[src/rtl/regfile_pkg.sv]
// Shared types and sizes for the regfile writeback path.
package regfile_pkg;

    localparam int unsigned REG_AW     = 3;
    localparam int unsigned NUM_REGS   = 8;
    localparam int unsigned NUM_WB_REQ = 2;
    localparam int unsigned DATA_W     = 16;

    typedef logic [REG_AW-1:0] reg_addr_t;

    // One writeback request as presented by a requester.
    typedef struct packed {
        logic              valid;
        reg_addr_t         dr;
        logic [DATA_W-1:0] data;
    } wb_req_t;

endpackage

[src/rtl/wb_scoreboard.sv]
// Per-register pending-write counters used to flag RAW hazards on SR1/SR2.
module wb_scoreboard
    import regfile_pkg::*;
#(
    parameter int unsigned CNT_W = 2
) (
    input  logic      clk,
    input  logic      rst_n,
    input  logic      alloc_valid_i,
    input  reg_addr_t alloc_dr_i,
    output logic      alloc_ready_c_o,
    input  logic      commit_i,
    input  reg_addr_t commit_dr_i,
    input  reg_addr_t sr1_i,
    input  reg_addr_t sr2_i,
    output logic      sr1_busy_c_o,
    output logic      sr2_busy_c_o,
    output logic      sb_err_o
);

    logic [CNT_W-1:0] cnt_q [NUM_REGS];
    logic [CNT_W-1:0] cnt_d [NUM_REGS];
    logic             sb_err_q;
    logic             sb_err_d;
    logic             inc_c;

    // A saturated counter refuses the allocation; issue must retry.
    assign alloc_ready_c_o = (cnt_q[alloc_dr_i] != '1);
    assign inc_c           = alloc_valid_i && alloc_ready_c_o;

    assign sr1_busy_c_o = (cnt_q[sr1_i] != '0);
    assign sr2_busy_c_o = (cnt_q[sr2_i] != '0);
    assign sb_err_o     = sb_err_q;

    always_comb begin
        logic inc_r;
        logic dec_r;
        inc_r    = 1'b0;
        dec_r    = 1'b0;
        sb_err_d = sb_err_q;
        for (int unsigned r = 0; r < NUM_REGS; r++) begin
            cnt_d[r] = cnt_q[r];
            inc_r    = inc_c && (alloc_dr_i == REG_AW'(r));
            dec_r    = commit_i && (commit_dr_i == REG_AW'(r));
            // Simultaneous alloc and commit on one register cancel out.
            if (inc_r && !dec_r) begin
                cnt_d[r] = cnt_q[r] + CNT_W'(1);
            end else if (dec_r && !inc_r && (cnt_q[r] != '0)) begin
                cnt_d[r] = cnt_q[r] - CNT_W'(1);
            end
        end
        if (commit_i && (cnt_q[commit_dr_i] == '0)) begin
            sb_err_d = 1'b1;
        end
    end

    always_ff @(posedge clk or negedge rst_n) begin
        if (!rst_n) begin
            for (int unsigned r = 0; r < NUM_REGS; r++) begin
                cnt_q[r] <= '0;
            end
            sb_err_q <= 1'b0;
        end else begin
            for (int unsigned r = 0; r < NUM_REGS; r++) begin
                cnt_q[r] <= cnt_d[r];
            end
            sb_err_q <= sb_err_d;
        end
    end

endmodule

[src/rtl/regfile_wb_arbiter.sv]
// Round-robin arbiter sharing the regfile write port between ALU (req 0)
// and load (req 1) writeback, with a registered write stage and hazard scoreboard.
module regfile_wb_arbiter
    import regfile_pkg::*;
#(
    parameter int unsigned N     = DATA_W,
    parameter int unsigned CNT_W = 2
) (
    input  logic                                 Clk,
    input  logic                                 Reset,
    input  logic                                 wr_hold,
    input  logic [NUM_WB_REQ-1:0]                req_valid,
    input  logic [NUM_WB_REQ-1:0][REG_AW-1:0]    req_dr,
    input  logic [NUM_WB_REQ-1:0][N-1:0]         req_data,
    output logic [NUM_WB_REQ-1:0]                req_ready,
    output logic                                 LD_REG,
    output logic [REG_AW-1:0]                    DR,
    output logic [N-1:0]                         D_In,
    input  logic                                 alloc_valid,
    input  logic [REG_AW-1:0]                    alloc_dr,
    output logic                                 alloc_ready,
    input  logic [REG_AW-1:0]                    SR1,
    input  logic [REG_AW-1:0]                    SR2,
    output logic                                 sr1_busy,
    output logic                                 sr2_busy,
    output logic                                 sb_err
);

    logic [NUM_WB_REQ-1:0] gnt_c;
    logic                  gidx_c;
    logic                  xfer_c;

    logic                  rr_last_q;
    logic                  rr_last_d;
    logic                  ld_q;
    logic                  ld_d;
    logic [REG_AW-1:0]     dr_q;
    logic [REG_AW-1:0]     dr_d;
    logic [N-1:0]          data_q;
    logic [N-1:0]          data_d;

    // Grant: a lone requester wins; on contention the one not served last wins.
    always_comb begin
        gnt_c  = '0;
        gidx_c = 1'b0;
        if (!wr_hold) begin
            unique case (req_valid)
                2'b01: begin
                    gnt_c  = 2'b01;
                    gidx_c = 1'b0;
                end
                2'b10: begin
                    gnt_c  = 2'b10;
                    gidx_c = 1'b1;
                end
                2'b11: begin
                    gnt_c  = rr_last_q ? 2'b01 : 2'b10;
                    gidx_c = ~rr_last_q;
                end
                default: begin
                    gnt_c  = '0;
                    gidx_c = 1'b0;
                end
            endcase
        end
    end

    assign xfer_c    = |gnt_c;
    assign req_ready = gnt_c;

    always_comb begin
        rr_last_d = rr_last_q;
        ld_d      = xfer_c;
        dr_d      = dr_q;
        data_d    = data_q;
        if (xfer_c) begin
            rr_last_d = gidx_c;
            dr_d      = req_dr[gidx_c];
            data_d    = req_data[gidx_c];
        end
    end

    // Reset favours req 0 first by marking req 1 as last served.
    always_ff @(posedge Clk or negedge Reset) begin
        if (!Reset) begin
            rr_last_q <= 1'b1;
            ld_q      <= 1'b0;
            dr_q      <= '0;
            data_q    <= '0;
        end else begin
            rr_last_q <= rr_last_d;
            ld_q      <= ld_d;
            dr_q      <= dr_d;
            data_q    <= data_d;
        end
    end

    assign LD_REG = ld_q;
    assign DR     = dr_q;
    assign D_In   = data_q;

    wb_scoreboard #(
        .CNT_W (CNT_W)
    ) u_sb (
        .clk             (Clk),
        .rst_n           (Reset),
        .alloc_valid_i   (alloc_valid),
        .alloc_dr_i      (alloc_dr),
        .alloc_ready_c_o (alloc_ready),
        .commit_i        (ld_q),
        .commit_dr_i     (dr_q),
        .sr1_i           (SR1),
        .sr2_i           (SR2),
        .sr1_busy_c_o    (sr1_busy),
        .sr2_busy_c_o    (sr2_busy),
        .sb_err_o        (sb_err)
    );

endmodule
[config.mk]
export PLATFORM = sky130hd
export DESIGN_NAME = regfile_wb_arbiter
export DESIGN_NICKNAME = d
export VERILOG_FILES = /design/src/rtl/regfile_pkg.sv /design/src/rtl/wb_scoreboard.sv /design/src/rtl/regfile_wb_arbiter.sv
export SDC_FILE = /design/constraint.sdc
export NUM_CORES = 1
export LEC_CHECK = 0
export BUFFER_PORTS_ARGS = -buffer_cell sky130_fd_sc_hd__buf_2
export CORE_MARGIN = 2
export CORE_UTILIZATION = 55
export CTS_BUF_LIST = sky130_fd_sc_hd__clkbuf_4
export CTS_CLUSTER_SIZE = 24
export DETAILED_ROUTE_END_ITERATION = 12
export HOLD_SLACK_MARGIN = 0.05
export MAX_ROUTING_LAYER = met4
export PLACE_DENSITY = 0.87
export SETUP_SLACK_MARGIN = 0.15
export SLEW_MARGIN = 20
export SYNTH_ARGS = -nofsm -noshare
export SYNTH_HDL_FRONTEND = slang
export SYNTH_SLANG_ARGS = --single-unit
[constraint.sdc]
create_clock -name Clk -period 2.5 [get_ports Clk]
set_input_delay 0.5 -clock Clk [delete_from_list [all_inputs] [get_ports Clk]]
set_output_delay 0.5 -clock Clk [all_outputs]
set_load 0.05 [all_outputs]
==> flow_summary.ini, run 1 <==
[synth]
synth_seq_area_share_pct = 41.8
synth.mux.area_fraction_pct = 16.1
yosysWarnings = 0
synthAdderAreaFrac_pct = 0
synth_top_family_by_area = compound AO/OA/AOI/OAI gates
syn_avg_cell_area_um2 = 9.82
synth_compound_area_share_pct = 22.8
synth_xor_area_share_pct = 0
synth.distinct_cells = 34
syn-cell-area_um2 = 2280
synth-seq-cells = 38
synthesis.nets = 285
netlist_instances = 232
synthSimpleGateAreaFrac_pct = 14.9

[worst_setup_path]
startpoint_type = flop
path_cells = and2_1 -> mux4_2 -> a21oi_2 -> buf_6
cp_top_family = multiplexers
critical_path_class = flop to output port
crit_required_ns = 2.00
cp_max_fo = 5
max_stage_delay_ns = 0.46
arrival_ns = 1.80
cp-end-kind = output port
slowest_stage = mux4_2
crit_buf_inv = 1

[drt]
wire_per_inst_um = 14.0
ant_nets = 0
vias = 2054
routed_wl_mm = 5.09
wl_met2_mm = 2.47
initialDrtViolationCount = 94
maxUsedRoutingLayer = met4
wl_met3_um = 323
drc = 0
met1Wirelength_mm = 2.20
drt_first_pass_iters = 4
viasPerCell = 5.66

[global_route]
grt_max_degree = 40
gr-total-overflow = 0
antenna_found_initial = 0
grt_pass1_vias = 1879
grt_pass1_wl_mm = 8.14
grt_usage_pct = 24.4

[finish]
layout-drive-gt1-share_pct = 35.8
final_nets = 365
fin_util_pct = 69.9
syn_to_final_growth_pct = 22.7
stdcell_count = 363
fillerInstances = 301
final_common_cell = buf_2
n_antenna_cell = 0
final_cell_mix = buf_2, dfrtp_1, o21ai_1, nand2_1, mux2i_1

[die]
rows = 23
die_w_um = 68.4
ios = 79
die_area_um2 = 4670
start_util_pct = 57.0
die_h_um = 68.4
core_um2 = 4000

[clock_tree]
hold_buffers = 0
cts-buffers-inserted = 5
clock-sinks = 38
tritoncts = done
clock_path_buffers = 2
htreeDepth = 2
clkLatencyLatePin_ns = 0.35
clkSlewWorstSetupHoldPaths_ns = 0.12
cts_root_buf = clkbuf_4

[power_and_ir_drop]
power_frac_clock_pct = 15.9
p_comb_share_pct = 40.5
ir_drop_mv = 0.511
seq_power_share_pct = 43.7
power.density_nw_per_um2 = 735
power_leakage_nw = 1.41
intPower_mw = 1.19
p_total_mw = 2.05
swShare_pct = 42.2
switching_power_uw = 867

[job]
drv_cap = 0

[hold_path]
min_path_type = input port to asynchronous set/reset pin

[placement]
port_buffers = 78
dpl.cell_count = 354
place_congestion = 0.801
dpl.hpwl_mm = 4.02

[timing]
slew_viol_final = 0
rsz0062_at_grt = true
fin_crit_sh_pct = 92.1
fmax_mhz = 434
hold_ws_ns = 0.230
totalNegativeSetupSlack_ns = 0
period_minus_slack_ns = 2.30
skew_ns = 0.0167
worst_pin_slew_ns = 0.813
setup_viol = 0
hold_viol_final = 0
maxSlewHeadroom_pct = 45.8

[outcome]
status = completed
power by group through the flow:
stage	clock, mW	combinational, mW	sequential, mW
2_1_floorplan	0	0.449	1.03
3_3_place_gp	0	0.770	0.894
3_5_place_dp	0	0.794	0.904
4_1_cts	0.336	0.801	0.893
5_1_grt	0.366	0.908	0.920
6_report	0.326	0.831	0.897
cells by family after synthesis:
family          count (synthesis)
compound gates                 74
buf+inv                        23
flops                          38
mux                            28
simple gates                   69
metal layers:
layer	track usage, %	vias up
li1	-	1007
met1	30.7	943
met2	39.2	94
met3	4.77	10
met4	9.50	0
met5	-	-
per-stage QoR:
stage / area, µm² / setup slack, ns
after floorplan: 2280 / 0.160
after global placement: 2710 / 0.402
after detailed placement: 2710 / 0.388
after CTS: 2770 / 0.161
after global routing: 2800 / 0.116
final: 2800 / 0.198
what timing repair did:
item | CTS | global route
gates cloned | 0 | 0
endpoints found under the setup margin | 2 | 3
resized for setup | 2 | 6
setup buffers | 0 | 1
sequential cells by signal, summed over array words and instances (netlist names):
name,cells
DR,3
D_In,16
LD_REG,1
rr_last_q,1
u_sb.cnt_q,16
u_sb.sb_err_o,1
final cells by class:
| cell class | count | area, µm² | share of cell area [%] |
|---|---|---|---|
| inverter | 15 | 56.3 | 2.01 |
| tap | 50 | 62.6 | 2.24 |
| sequential | 38 | 955 | 34.2 |
| clock buffer | 6 | 45.0 | 1.61 |
| multi-input combinational | 171 | 1240 | 44.3 |
| timing repair buffer | 81 | 424 | 15.2 |
| clock inverter | 2 | 15.0 | 0.537 |
path summary, 6_finish.rpt:
kind | cells past startpoint | to | startpoint | slack, ns
worst min-delay path | 1 | D_In[1] | Reset | 0.23
worst max register to register | 4 | u_sb.cnt_q[12] | DR[2] | 0.82
min in group Clk | 3 | rr_last_q | wr_hold | 0.41
worst min register to register | 2 | D_In[2] | D_In[2] | 0.50
max in group asynchronous | 1 | u_sb.cnt_q[8] | Reset | 1.71
worst max-delay path | 4 | alloc_ready | u_sb.cnt_q[6] | 0.20
synthesized netlist by cell type (all sizes together):
master   number  share of area (%)
o311a         4                1.8
dfstp         1                1.2
o2111a        4                2.0
o21bai        1               0.33
a2111oi       4                2.6
nor4          1               0.27
clkbuf        2               0.33
nand2        27                4.6
o21ai        36                7.9
o21a          8                2.6
a21o          1               0.33
and2          7                2.0
buf           6                1.5
and3          1               0.27
nor3          2               0.44
nand2b        6                2.3
dfrtp        37                 41
a21oi         2               0.44
nor4b         1               0.38
a211oi        8                2.6
nor2         19                3.1
mux4          7                6.9
nor2b         4                1.1
a31oi         1               0.27
mux2i        21                9.2
inv          15                2.5
or2           1               0.38
a311oi        5                1.9
Power figures use the tool's default switching activity.
==> run 2: changes to the inputs <==
==> constraint.sdc (replaced) <==
create_clock -name Clk -period 2.5 [get_ports Clk]
set_input_delay 0.5 -clock Clk [delete_from_list [all_inputs] [get_ports Clk]]
set_output_delay 0.5 -clock Clk [all_outputs]
set_load 0.1 [all_outputs]
==> run 2 against run 1 <==
  * Non-clock buffer count up 7
  * Worst setup slack worse by 0.044 ns
  * First-iteration DRC count up 13%
  * Critical path depth unchanged
  * Clock power down 4%
  * Highest routed layer unchanged
==> flow_summary.ini, run 2 (synthesis gave the netlist of run 1 again) <==
[timing]
skew_ns = 0.00830
setup_viol = 0
slew_viol_final = 0
fmax_mhz = 426
rsz0062_at_grt = true
period_minus_slack_ns = 2.35
fin_crit_sh_pct = 93.9
hold_viol_final = 0
worst_pin_slew_ns = 0.820
fin_ws_ns = 0.154
totalNegativeSetupSlack_ns = 0
maxSlewHeadroom_pct = 45.3

[hold_path]
min_path_type = input port to asynchronous set/reset pin

[global_route]
grt_usage_pct = 25.5
gr-total-overflow = 0
grt_pass1_vias = 1944
grt_max_degree = 39
grt_pass1_wl_mm = 8.53
antenna_found_initial = 0

[clock_tree]
htreeDepth = 2
hold_buffers = 0
clock-sinks = 38
clkSlewWorstSetupHoldPaths_ns = 0.12
tritoncts = done
cts_root_buf = clkbuf_4
cts-buffers-inserted = 5
clkLatencyLatePin_ns = 0.35
clock_path_buffers = 2

[die]
start_util_pct = 57.0
die_w_um = 68.4
core_um2 = 4000
rows = 23
die_h_um = 68.4
ios = 79
die_area_um2 = 4670

[drt]
routed_wl_mm = 5.13
vias = 2080
ant_nets = 0
drc = 0
wire_per_inst_um = 13.9
viasPerCell = 5.62
drt_first_pass_iters = 4
initialDrtViolationCount = 106

[power_and_ir_drop]
switching_power_mw = 1.12
ir_drop_mv = 0.524
power_leakage_nw = 1.45
swShare_pct = 47.7
intPower_mw = 1.23
seq_power_share_pct = 37.6
p_comb_share_pct = 49.1
power_frac_clock_pct = 13.3
power.density_nw_per_um2 = 811

[finish]
n_antenna_cell = 0
fillerInstances = 280
syn_to_final_growth_pct = 27.7
fin_util_pct = 72.7
final_common_cell = buf_2
layout-drive-gt1-share_pct = 37.2
final_nets = 372
final_cell_mix = buf_2, dfrtp_1, o21ai_1, nand2_1

[placement]
dpl.hpwl_mm = 4.01
port_buffers = 78
place_congestion = 0.927
dp_slack_ns = 0.387

[worst_setup_path]
critical_path_class = flop to output port
arrival_ns = 1.85
cp-end-kind = output port
crit_required_ns = 2.00
cp_max_fo = 5
startpoint_type = flop
reg2regPathDepth = 4

[outcome]
status = completed

[job]
drv_cap = 0
==> run 2: changes by cell type in the layout (fill, tap and decap cells not counted), sizes merged <==
cell and delta:
buf +8, clkbuf -2, clkinv +2, clkinvlp -1
==> run 2: worst paths after layout <==
check	startpoint	endpoint	slack [ns]
min	Reset	u_sb.cnt_q[5]	0.23
min reg2reg	D_In[10]	D_In[10]	0.50
max	u_sb.cnt_q[4]	alloc_ready	0.15
max reg2reg	DR[2]	u_sb.cnt_q[12]	0.91
max in group asynchronous	Reset	D_In[3]	1.75
min in group Clk	wr_hold	rr_last_q	0.41
==> run 2: worst max-delay path, cell delays in order (launching register included) <==
cell and delay [ns]:
dfrtp_1 0.43, and2_1 0.21, mux4_2 0.50, a21oi_4 0.17, buf_12 0.19
==> run 2: power by group through the flow <==
stage          clock, mW  combinational, mW  sequential [mW]
2_1_floorplan          0              0.511             1.20
3_3_place_gp           0               1.05            0.889
3_5_place_dp           0               1.08            0.900
4_1_cts            0.319               1.13            0.885
5_1_grt            0.350               1.25            0.908
6_report           0.314               1.16            0.887
==> run 2: final cells by class <==
cell class	instances	area, µm²	area share (%)
well taps	50	62.6	2.15
flip-flops and latches	38	952	32.7
clock buffers	5	37.5	1.29
clock inverters	3	16.3	0.559
repair buffers	88	510	17.5
multi-input cells	171	1270	43.8
inverters	15	56.3	1.94
==> run 2: layer usage <==
layer / track usage (%) / up-vias / wire length, µm / share of wire [%]
li1: - / 1031 / - / -
met1: 32.3 / 936 / 2290 / 45
met2: 40.4 / 103 / 2320 / 45
met3: 4.61 / 10 / 411 / 8.0
met4: 11.0 / 0 / 104 / 2.0
met5: - / - / 0 / 0
==> run 2: through the flow <==
stage          hold slack [ns]  power, mW  std cells  instance area (µm²)
2_1_floorplan            0.204       1.71        232                 2310
3_3_place_gp             0.462       1.94        355                 2790
3_5_place_dp             0.470       1.98        355                 2790
4_1_cts                  0.255       2.34        366                 2880
5_1_grt                  0.278       2.51        370                 2910
6_report                 0.227       2.36        370                 2910
==> run 2: repair_timing <==
item	CTS	global route
cloned	0	0
setup buffers	3	4
gates resized for setup	2	0
pin swaps	1	0
setup endpoints to repair	1	2
